## src/rtl/div_ctrl_pkg.sv

```systemverilog
// Shared types and constants for the RV32M divide front-end controller.
// Latency: n/a (types and constants only).
// Backpressure: n/a.
package m_pkg;

    localparam int XLEN  = 32;
    localparam int TAG_W = 5;

    localparam logic [XLEN-1:0] INT_MIN  = 32'h8000_0000;
    localparam logic [XLEN-1:0] ALL_ONES = 32'hFFFF_FFFF;

    // op[0] = 1 selects the unsigned variant, op[1] = 1 selects the remainder
    typedef enum logic [1:0] {
        DIV  = 2'd0,
        DIVU = 2'd1,
        REM  = 2'd2,
        REMU = 2'd3
    } div_op_e;

    typedef enum logic [1:0] {
        IDLE  = 2'd0,
        ISSUE = 2'd1,
        WAIT  = 2'd2,
        RESP  = 2'd3
    } div_ctrl_state_e;

    // One-entry cache of the last completed divider result
    typedef struct packed {
        logic            valid;
        logic            sign;
        logic [XLEN-1:0] a;
        logic [XLEN-1:0] b;
        logic [XLEN-1:0] quot;
        logic [XLEN-1:0] rem;
    } div_cache_t;

endpackage

```

## src/rtl/div_fixup.sv

```systemverilog
// Resolves RISC-V divide corner cases (divide by zero, signed overflow).
// Latency: purely combinational.
// Backpressure: none; no handshake.
// Ports: a, b, sign in; is_special flags a locally-resolved case with its quot/rem.
module div_fixup
    import m_pkg::*;
(
    input  logic [XLEN-1:0] a,
    input  logic [XLEN-1:0] b,
    input  logic            sign,
    output logic            is_special,
    output logic [XLEN-1:0] quot,
    output logic [XLEN-1:0] rem
);

    logic div_zero;
    logic overflow;

    assign div_zero = (b == '0);
    assign overflow = sign && (a == INT_MIN) && (b == ALL_ONES);

    always_comb begin
        is_special = div_zero || overflow;
        quot       = '0;
        rem        = '0;
        if (div_zero) begin
            quot = ALL_ONES;
            rem  = a;
        end else if (overflow) begin
            quot = INT_MIN;
            rem  = '0;
        end
    end

endmodule

```

## src/rtl/div_ctrl.sv

```systemverilog
// Front-end controller for DIV/DIVU/REM/REMU in front of a shared iterative divider.
// Latency: 1 cycle for corner cases and cache hits; otherwise issue + divider time + 1.
// Backpressure: one request in flight; req_ready low until the response is taken or flushed.
// Ports: req_* from execute, resp_* to pipeline, div_in_*/div_out_* to the divider, flush/div_flush abort.
module div_ctrl
    import m_pkg::*;
(
    input  logic              clock,
    input  logic              reset,
    input  logic              flush,
    input  logic              req_valid,
    output logic              req_ready,
    input  logic [1:0]        req_op,
    input  logic [XLEN-1:0]   req_a,
    input  logic [XLEN-1:0]   req_b,
    input  logic [TAG_W-1:0]  req_rd,
    output logic              resp_valid,
    input  logic              resp_ready,
    output logic [XLEN-1:0]   resp_data,
    output logic [TAG_W-1:0]  resp_rd,
    output logic              div_in_valid,
    input  logic              div_in_ready,
    output logic              div_in_sign,
    output logic [XLEN-1:0]   div_in_a,
    output logic [XLEN-1:0]   div_in_b,
    input  logic              div_out_valid,
    output logic              div_out_ready,
    input  logic [XLEN-1:0]   div_quot,
    input  logic [XLEN-1:0]   div_rem,
    output logic              div_flush
);

    div_ctrl_state_e  state_q, state_d;
    logic [1:0]       op_q, op_d;
    logic [XLEN-1:0]  a_q, a_d;
    logic [XLEN-1:0]  b_q, b_d;
    logic [TAG_W-1:0] rd_q, rd_d;
    logic [XLEN-1:0]  resp_data_q, resp_data_d;
    div_cache_t       cache_q, cache_d;

    logic             req_sign;
    logic             fix_special;
    logic [XLEN-1:0]  fix_quot;
    logic [XLEN-1:0]  fix_rem;
    logic             cache_hit;

    // Signed variants have op[0] clear
    assign req_sign = ~req_op[0];

    div_fixup u_fixup (
        .a          (req_a),
        .b          (req_b),
        .sign       (req_sign),
        .is_special (fix_special),
        .quot       (fix_quot),
        .rem        (fix_rem)
    );

    assign cache_hit = cache_q.valid && (cache_q.a == req_a) &&
                       (cache_q.b == req_b) && (cache_q.sign == req_sign);

    always_comb begin
        state_d     = state_q;
        op_d        = op_q;
        a_d         = a_q;
        b_d         = b_q;
        rd_d        = rd_q;
        resp_data_d = resp_data_q;
        cache_d     = cache_q;

        unique case (state_q)
            IDLE: begin
                if (req_valid && !flush) begin
                    op_d = req_op;
                    a_d  = req_a;
                    b_d  = req_b;
                    rd_d = req_rd;
                    if (fix_special) begin
                        resp_data_d = req_op[1] ? fix_rem : fix_quot;
                        state_d     = RESP;
                    end else if (cache_hit) begin
                        resp_data_d = req_op[1] ? cache_q.rem : cache_q.quot;
                        state_d     = RESP;
                    end else begin
                        state_d = ISSUE;
                    end
                end
            end
            ISSUE: begin
                if (div_in_ready) state_d = WAIT;
            end
            WAIT: begin
                // A result arriving in the flush cycle belongs to an aborted divide
                if (div_out_valid && !flush) begin
                    resp_data_d   = op_q[1] ? div_rem : div_quot;
                    cache_d.valid = 1'b1;
                    cache_d.sign  = ~op_q[0];
                    cache_d.a     = a_q;
                    cache_d.b     = b_q;
                    cache_d.quot  = div_quot;
                    cache_d.rem   = div_rem;
                    state_d       = RESP;
                end
            end
            RESP: begin
                if (resp_ready) state_d = IDLE;
            end
            default: state_d = IDLE;
        endcase

        if (flush) state_d = IDLE;
    end

    always_ff @(posedge clock) begin
        if (reset) begin
            state_q     <= IDLE;
            op_q        <= 2'd0;
            a_q         <= '0;
            b_q         <= '0;
            rd_q        <= '0;
            resp_data_q <= '0;
            cache_q     <= '0;
        end else begin
            state_q     <= state_d;
            op_q        <= op_d;
            a_q         <= a_d;
            b_q         <= b_d;
            rd_q        <= rd_d;
            resp_data_q <= resp_data_d;
            cache_q     <= cache_d;
        end
    end

    assign req_ready     = (state_q == IDLE) && !flush;
    assign resp_valid    = (state_q == RESP);
    assign resp_data     = resp_data_q;
    assign resp_rd       = rd_q;
    assign div_in_valid  = (state_q == ISSUE);
    assign div_in_sign   = ~op_q[0];
    assign div_in_a      = a_q;
    assign div_in_b      = b_q;
    assign div_out_ready = (state_q == WAIT);
    assign div_flush     = flush;

endmodule

```

## config.mk

```make
export PLATFORM = sky130hd
export DESIGN_NAME = div_ctrl
export DESIGN_NICKNAME = d
export VERILOG_FILES = /design/src/rtl/div_ctrl_pkg.sv /design/src/rtl/div_fixup.sv /design/src/rtl/div_ctrl.sv
export SDC_FILE = /design/constraint.sdc
export NUM_CORES = 1
export LEC_CHECK = 0
export CAP_MARGIN = 10
export CORE_MARGIN = 2
export CORE_UTILIZATION = 35
export CTS_CLUSTER_DIAMETER = 50
export CTS_CLUSTER_SIZE = 16
export DETAILED_ROUTE_END_ITERATION = 7
export HOLD_SLACK_MARGIN = 0.06
export PLACE_DENSITY = 0.68
export SYNTH_ARGS = -nofsm -noshare
export SYNTH_HDL_FRONTEND = slang
export SYNTH_SLANG_ARGS = --single-unit
```

## constraint.sdc

```tcl
create_clock -name clock -period 3 [get_ports clock]
set_input_delay 0.9 -clock clock [delete_from_list [all_inputs] [get_ports clock]]
set_output_delay 0.9 -clock clock [all_outputs]
set_load 0.005 [all_outputs]
```

# Yosys cells after proc, flatten, opt, wreduce, memory -nomap -nowiden
# Cells that the tools add are included.
[word_totals] output_inout_bits=107 input_bits=142 wordCells=63 ff_bits=235
[classes] n_eq_ne=13 n_reduce_logical=18 muxes=18 bitwise=2
[op_table] op="$mux W32" count=10
[op_table] op="$eq A32 B32 Y1" count=2
[op_table] op="$eq A32 B32 Y1 const B" count=2
[op_table] op="$pmux W32 S2" count=1
[op_table] op="$logic_not A32 Y1" count=1
[op_table] op="$mux W2" count=6
[op_table] op="$logic_and A1 B1 Y1" count=8
[op_table] op="$pmux W2 S4" count=1
[op_table] op="$reduce_and A4 Y1" count=2
[op_table] op="$ne A2 B1 Y1 const B" count=3
[op_table] op="$eq A2 B2 Y1 const B" count=2
[op_table] op="$reduce_and A2 Y1" count=2
[op_table] op="$ne A3 B3 Y1 const B" count=1
[op_table] op="$eq A2 B1 Y1 const B" count=1
[op_table] op="$logic_not A2 Y1" count=1
[op_table] op="$ne A2 B2 Y1 const B" count=1
[op_table] op="$not A1 Y1" count=2
[op_table] op="$reduce_bool A2 Y1" count=1
[op_table] op="$reduce_or A2 Y1" count=1
[op_table] op="$eq A1 B1 Y1" count=1
[op_table] op="$logic_not A1 Y1" count=1
[op_table] op="$logic_or A1 B1 Y1" count=1

# Longest topological paths before layout
# Gate-level depths: netlist (run 1).
[logic_depth] word_depth=9 mapped_depth=10 ltp_nobuf=8

# Hierarchy
# A second synthesis (run 1) with hierarchy kept.
[unflattened] cells_unflattened=1528 hier_area_um2=12167.9
[by_module_without_submodules] mod="div_ctrl" instances=1 area_each_um2=11477.3 seq_area_each_um2=4704.5 cells_per_inst=1426
[by_module_without_submodules] mod="div_fixup" instances=1 area_each_um2=690.7 seq_area_each_um2=0.0 cells_per_inst=102

# Worst setup path before layout (run 1)
# OpenSTA, ideal clock, no wires.
[synth_path] path_type="input -> register" start="input req_a[22]" end="register resp_data_q[1], in the netlist resp_data[1]" required_ns=2.872 path_buffers=1 path_slack_ns=-0.107 stages=8 setup_time_ns=0.128 arrival_time_ns=2.980 path_cell_list="or4_1 > or4_1 > nor4_2 > a21oi_2 > buf_6 > a221o_1 > mux2i_1 > nor2_1"
[synth_via] elab_chain_cells=7 elab_cells_between_ends=13 cone_classes="3 x eq/ne; 3 x mux; 7 x reduce/logical"
[synth_lines] element="start: declaration" line_no="div_ctrl.sv:14" source="input logic [XLEN-1:0] req_a,"
[synth_lines] element="$eq A32 B32 Y1" line_no="div_fixup.sv:20" source="assign overflow = sign && (a == INT_MIN) && (b == ALL_ONES);"
[synth_lines] element="$logic_and A1 B1 Y1 (2 in series)" line_no="div_fixup.sv:20"
[synth_lines] element="$logic_or A1 B1 Y1" line_no="div_fixup.sv:23" source="is_special = div_zero || overflow;"
[synth_lines] element="$mux W32" line_no="div_ctrl.sv:78" source="if (fix_special) begin"
[synth_lines] element="$mux W32" line_no="div_ctrl.sv:73" source="if (req_valid && !flush) begin"
[synth_lines] element="$pmux W32 S2" line_no="div_ctrl.sv:71" source="unique case (state_q)"
[synth_lines] element="end signal: assignment" line_no="div_ctrl.sv:129" source="resp_data_q <= resp_data_d;"
[synth_lines] element="end: declaration" line_no="div_ctrl.sv:38" source="logic [XLEN-1:0] resp_data_q, resp_data_d;"
# Parallel ways exist; a longest one is shown, timed or not. The select of a mux whose other input is x is not followed.
# A chain may end at the register's enable or synchronous reset.

# Worst setup path after layout (run 1)
[layout_path] start="input flush" end="output req_ready"
[layout_via] elab_chain_cells=2
[layout_lines] element="start: declaration" line_no="div_ctrl.sv:10" source="input logic flush,"
[layout_lines] element="$logic_not A1 Y1" line_no="div_ctrl.sv:134" source="assign req_ready = (state_q == IDLE) && !flush;"
[layout_lines] element="$logic_and A1 B1 Y1" line_no="div_ctrl.sv:134"
[layout_lines] element="end: declaration" line_no="div_ctrl.sv:12" source="output logic req_ready,"
# No other way between the ends.

==> impl_metrics.json, run 1 <==
{
  "status": "completed",
  "placed_area_mm2": 0.0143,
  "finalPower_w": 0.00780,
  "ir_drop_mv": 0.431,
  "die_h_um": 179,
  "hpwl_mm": 27.3,
  "ys_types": 46,
  "nets": 1841,
  "endpoint": "req_ready",
  "ctsRootBufferMaster": "clkbuf_16",
  "fmax_mhz": 340,
  "synth_area_mm2": 0.0107,
  "skew_ns": 0.0199,
  "yosys-top-cells-count": "nand2_1, dfxtp_1, a21oi_1, clkbuf_1, nor2_1",
  "synth_top_family_by_area": "simple AND/OR/NAND/NOR gates",
  "syn_nets": 1549,
  "tns_ns": 0,
  "cts_max_level": 1,
  "r2r-start": "cache_q[111]",
  "synth_xor_area_frac": 0.0392,
  "synth_edf_count": 0,
  "setup_viol": 0,
  "cts-buffers-inserted": 29,
  "place_congestion": 0.885,
  "setup.worst_path.end_class": "output pin",
  "initial_core_util": 0.353,
  "drv_slew": 0,
  "synth_area_leader_cell": "dfxtp_1",
  "cp_data_required_time_ns": 2.10,
  "crit_start": "flush",
  "antenna_found_initial": 2,
  "reg2reg_slack_ns": 0.36,
  "rr_worst_depth": 11,
  "synthTopCellsByArea": "dfxtp_1, nand2_1, a21oi_1, mux2i_1, xor2_1",
  "placedCellCount": 2052,
  "worstSetupPathType": "in -> out",
  "stdcell_area_mm2": 0.0157,
  "cp_slowest_cell": "clkdlybuf4s50_1",
  "synthSimpleGateAreaFrac": 0.252,
  "die_area_mm2": 0.0320,
  "synthCells": 1403,
  "synth-compound-area-share": 0.158,
  "grt_max_degree": 72,
  "r2r_end": "resp_data[4]",
  "period_needed_ns": 2.94,
  "via_per_inst": 5.25,
  "final_layout_size_suffix_gt1_frac": 0.126,
  "fin_crit_sh": 0.981,
  "postSynth.asyncResetShare": 0,
  "path_cells": "clkdlybuf4s50_1 > nor2b_2 > clkdlybuf4s50_1",
  "path_common_cell": "clkdlybuf4s50_1",
  "hold_start": "cache_q[31]",
  "critPathMaxStageDelay_ns": 0.52,
  "p_leak_nw": 5.95,
  "synth_top_cell_area_share": 0.439,
  "pin_count": 249,
  "synthToLayoutAreaGrowth_pct": 46.2,
  "critPathMaxFanout": 3,
  "hold_path_class": "reg -> reg",
  "first_pass_iters": 5,
  "drtIter0Drc": 821,
  "tritoncts": "built",
  "num_rows": 64,
  "clkLatencyLatePin_ns": 0.56,
  "clkSinkCount": 235,
  "yosysMostFrequentCell": "nand2_1",
  "critPathLaunchType": "primary input",
  "power.density_mw_per_mm2": 498,
  "maxSlewHeadroom": 0.606,
  "fillers": 2776,
  "core_mm2": 0.0303,
  "remaining_drc_errors": 0,
  "post-route-util": 0.516,
  "ys_warn_count": 0,
  "hold_violations": 0,
  "track_usage": 0.237,
  "hold_buffers": 0,
  "avgSynthCellArea_um2": 7.64,
  "ys_seq_area_frac": 0.439,
  "ys.flop_type": "dfxtp_1",
  "synth_mux_area_frac": 0.0590,
  "cts.path.max_buffers": 3,
  "io_buffers": 248,
  "synth-adder-area-share": 0.00467,
  "crit_arrival_ns": 2.04,
  "grt_pass1_vias": 10400,
  "wirelength_mm": 39.5,
  "clk_pin_slew_ns": 0.05,
  "vias": 11100,
  "rsz0062_at_grt": "no",
  "final_cells": 2115,
  "grt_pass1_wl_mm": 58.9,
  "synth-seq-cells": 235,
  "maxCapViolCount": 0,
  "worst_pin_slew_ns": 0.591,
  "die_w_um": 179,
  "grt_overflow": 0,
  "ant_nets": 0,
  "wl_per_cell_um": 18.7
}
==> logic make-up (layout without fill, tap and decap cells) <==
logic type,count (synthesis),count (layout)
buffers and inverters,126,438
adder cells (fa/ha/maj),4,4
AO/OA/AOI/OAI,291,294
XOR/XNOR,48,48
flip-flops,235,235
multiplexers,63,63
other,0,1
AND/OR/NAND/NOR,636,636
==> worst min path at each step <==
stage | endpoint | slack [ns] | cells past startpoint
CTS | cache_q[31] | 0.45 | 2
floorplan | cache_q[129] | 0.43 | 2
finish | cache_q[31] | 0.45 | 2
global placement | cache_q[49] | 0.44 | 2
global route | cache_q[38] | 0.47 | 2
detailed placement | cache_q[48] | 0.45 | 2
==> layout by cell type, fill, tap and decap left out, types with 6 or more instances in the layout <==
master             n
dfxtp_1          234
a221o_1           31
nor3_1            34
nand4_1           12
nor4_2             7
inv_6              6
buf_4             92
nor2_1            76
inv_1             18
xor2_1            37
nand2_1          430
clkdlybuf4s50_1  223
dlymetal6s2s_1    17
nor2b_1           32
buf_12            16
nor4_1            16
mux2i_1           61
a21oi_1          234
clkbuf_16         30
==> flip-flops by register name, indices dropped and copies added, names as in the netlist <==
register   count
cache_q      130
div_in_a      32
div_in_b      32
op_q           2
resp_data     32
resp_rd        5
state_q        2
==> what timing repair did <==
item / 4_1_cts / 5_1_grt
resized for setup: 22 / 44
pin swaps: 24 / 23
buffers inserted: 2 / 1
cloned: 4 / 1
endpoints found under the setup margin: 32 / 33
==> layout make-up <==
| class | instances | area [um^2] | area share |
|---|---|---|---|
| clock inverters | 23 | 269 | 0.0172 |
| inverters | 22 | 82.6 | 0.00527 |
| well taps | 396 | 495 | 0.0316 |
| multi-input cells | 1045 | 5750 | 0.367 |
| clock buffers | 31 | 743 | 0.0474 |
| repair buffers | 362 | 3620 | 0.231 |
| flip-flops and latches | 235 | 4710 | 0.300 |
| diodes | 1 | 2.50 | 0.000160 |
==> metrics by stage <==
| step | hold WS, ns | setup slack [ns] |
|---|---|---|
| floorplan | 0.434 | 0.00338 |
| global placement | 0.440 | -0.723 |
| detailed placement | 0.445 | -0.755 |
| CTS | 0.454 | 0.00219 |
| global route | 0.471 | 0.000846 |
| finish | 0.452 | 0.0572 |
==> power by group <==
group / switching [W] / total [W] / internal, W
Sequential: 0.0000531 / 0.00323 / 0.00318
Clock: 0.00154 / 0.00366 / 0.00212
Combinational: 0.000439 / 0.000914 / 0.000475
==> critical path: cells and delay by family <==
family | cells | cell delay, ns
simple gates | 1 | 0.18
buf+inv | 2 | 0.96
==> metal layers <==
layer | vias to the layer above | routed length (um) | global-route usage | share of wire
li1 | 5314 | - | - | -
met1 | 5231 | 16500 | 0.320 | 0.42
met2 | 481 | 18000 | 0.378 | 0.45
met3 | 84 | 3460 | 0.0439 | 0.088
met4 | 2 | 1520 | 0.0874 | 0.039
met5 | - | 13 | 0 | 0.00033
Power figures use the tool's default switching activity.
==> run 2: changes to the inputs <==
--- a/config.mk
+++ b/config.mk
@@ -12,7 +12,7 @@
 export CTS_CLUSTER_SIZE = 16
 export DETAILED_ROUTE_END_ITERATION = 7
 export HOLD_SLACK_MARGIN = 0.06
-export PLACE_DENSITY = 0.68
+export PLACE_DENSITY = 0.65
 export SYNTH_ARGS = -nofsm -noshare
 export SYNTH_HDL_FRONTEND = slang
 export SYNTH_SLANG_ARGS = --single-unit
==> constraint.sdc (replaced) <==
create_clock -name clock -period 3.6 [get_ports clock]
set_input_delay 1.08 -clock clock [delete_from_list [all_inputs] [get_ports clock]]
set_output_delay 1.08 -clock clock [all_outputs]
set_load 0.005 [all_outputs]
==> impl_metrics.json, run 2 (synthesis gave the netlist of run 1 again) <==
{
  "final_common_cell": "nand2_1",
  "wl_per_cell_um": 18.7,
  "holdWs_ns": 0.454,
  "initial_core_util": 0.353,
  "cts.path.max_buffers": 3,
  "r2r-start": "cache_q[71]",
  "ctsRootBufferMaster": "clkbuf_16",
  "worstSetupPathType": "in -> reg",
  "grt_max_degree": 102,
  "top_register": "cache_q",
  "layout_common_cells": "nand2_1, clkdlybuf4s50_1, a21oi_1, dfxtp_1",
  "skew_ns": 0.00920,
  "hold_path_end": "cache_q[68]",
  "crit_arrival_ns": 3.84,
  "wl_met2_mm": 17.8,
  "grt_pass1_vias": 10200,
  "critPathMaxFanout": 20,
  "cts_max_level": 1,
  "final_layout_size_suffix_gt1_frac": 0.0947,
  "io_buffers": 248,
  "clkLatencyLatePin_ns": 0.55,
  "cts.repair.resized": 0,
  "track_usage": 0.235,
  "place_congestion": 0.862,
  "vias": 11000,
  "setup_viol": 0,
  "nets": 1814,
  "die_w_um": 179,
  "pin_count": 249,
  "hold_violations": 0,
  "tritoncts": "built",
  "reg2reg_slack_ns": 0.92,
  "hold_path_class": "reg -> reg",
  "drt-met1-wl_mm": 16.9,
  "cts-buffers-inserted": 29,
  "power.density_mw_per_mm2": 419,
  "period_needed_ns": 3.44,
  "n_antenna_cell": 0,
  "synthToLayoutAreaGrowth_pct": 40.8,
  "ir_drop_mv": 0.343,
  "die_area_mm2": 0.0320,
  "postCtsSetupBuffers": 0,
  "worst_pin_slew_ns": 1.19,
  "wl_met3_mm": 3.20,
  "ant_nets": 0,
  "whs_path_depth": 2,
  "maxSlewHeadroom": 0.208,
  "grt_overflow": 0,
  "drtIter0Drc": 930,
  "status": "completed",
  "clk_pin_slew_ns": 0.06,
  "hpwl_mm": 27.0,
  "core_mm2": 0.0303,
  "r2r_end": "resp_data[0]",
  "fin_crit_sh": 0.957,
  "critPathLaunchType": "primary input",
  "hold_start": "cache_q[68]",
  "antenna_found_initial": 1,
  "num_rows": 64,
  "wirelength_mm": 38.9,
  "p_leak_nw": 5.54,
  "largest_reg_flops": 130,
  "drv_slew": 0,
  "cp_data_required_time_ns": 4.00,
  "rr_worst_depth": 11,
  "die_h_um": 179,
  "via_per_inst": 5.29,
  "setup.worst_path.end_class": "flop",
  "fmax_mhz": 290,
  "first_pass_iters": 6,
  "remaining_drc_errors": 0,
  "hold_buffers": 0,
  "finalPower_w": 0.00632,
  "grt_pass1_wl_mm": 58.5,
  "maxCapViolCount": 0,
  "clkSinkCount": 235,
  "rsz0062_at_grt": "no",
  "maxUsedRoutingLayer": "met5"
}
[run 2: through the flow]
stage          instance area [um^2]   util  instances  setup TNS (ns)  worst slack [ns]
2_1_floorplan                 10700      -       1403               0             0.313
3_3_place_gp                  14100  0.465       2032          -11.71            -0.387
3_5_place_dp                  14100  0.465       2032          -14.93            -0.492
4_1_cts                       15100  0.496       2084               0            0.0919
5_1_grt                       15100  0.497       2085               0            0.0255
6_report                      15100  0.497       2085               0             0.155
[run 2: cell type report]
cell class              instances  area (um^2)
clock inverters                19          194
inverters                      22         82.6
flip-flops and latches        235         4710
well taps                     396          495
repair buffers                337         3310
multi-input cells            1043         5540
clock buffers                  33          761
fillers                      2901        15300
[run 2: worst max path at each step]
stage	start	end	cells after the start
finish	req_a[22]	resp_data[0]	11
global route	req_a[22]	resp_data[30]	11
CTS	req_a[22]	resp_data[22]	9
detailed placement	req_a[22]	resp_data[10]	9
global placement	req_a[22]	resp_data[11]	9
floorplan	req_a[22]	resp_data[1]	8
[run 2: worst max-delay path: stages]
cell and delay [ns]:
clkdlybuf4s50_1 0.42, or4_4 0.56, or4_1 0.53, nor4_2 0.28, buf_4 0.21, a21oi_1 0.11, nand2_2 0.15, o21ai_4 0.10
buf_12 0.18, mux2i_1 0.16, nor2_1 0.06
[run 2: layer usage]
metal	GRT usage	vias up
met5	0	-
met4	0.0711	2
met3	0.0411	67
met2	0.370	453
met1	0.327	5236
li1	-	5262
[run 2: report_power, final]
| group | internal, W | switching [W] |
|---|---|---|
| Sequential | 0.00265 | 0.0000492 |
| Combinational | 0.000379 | 0.000348 |
| Clock | 0.00168 | 0.00121 |
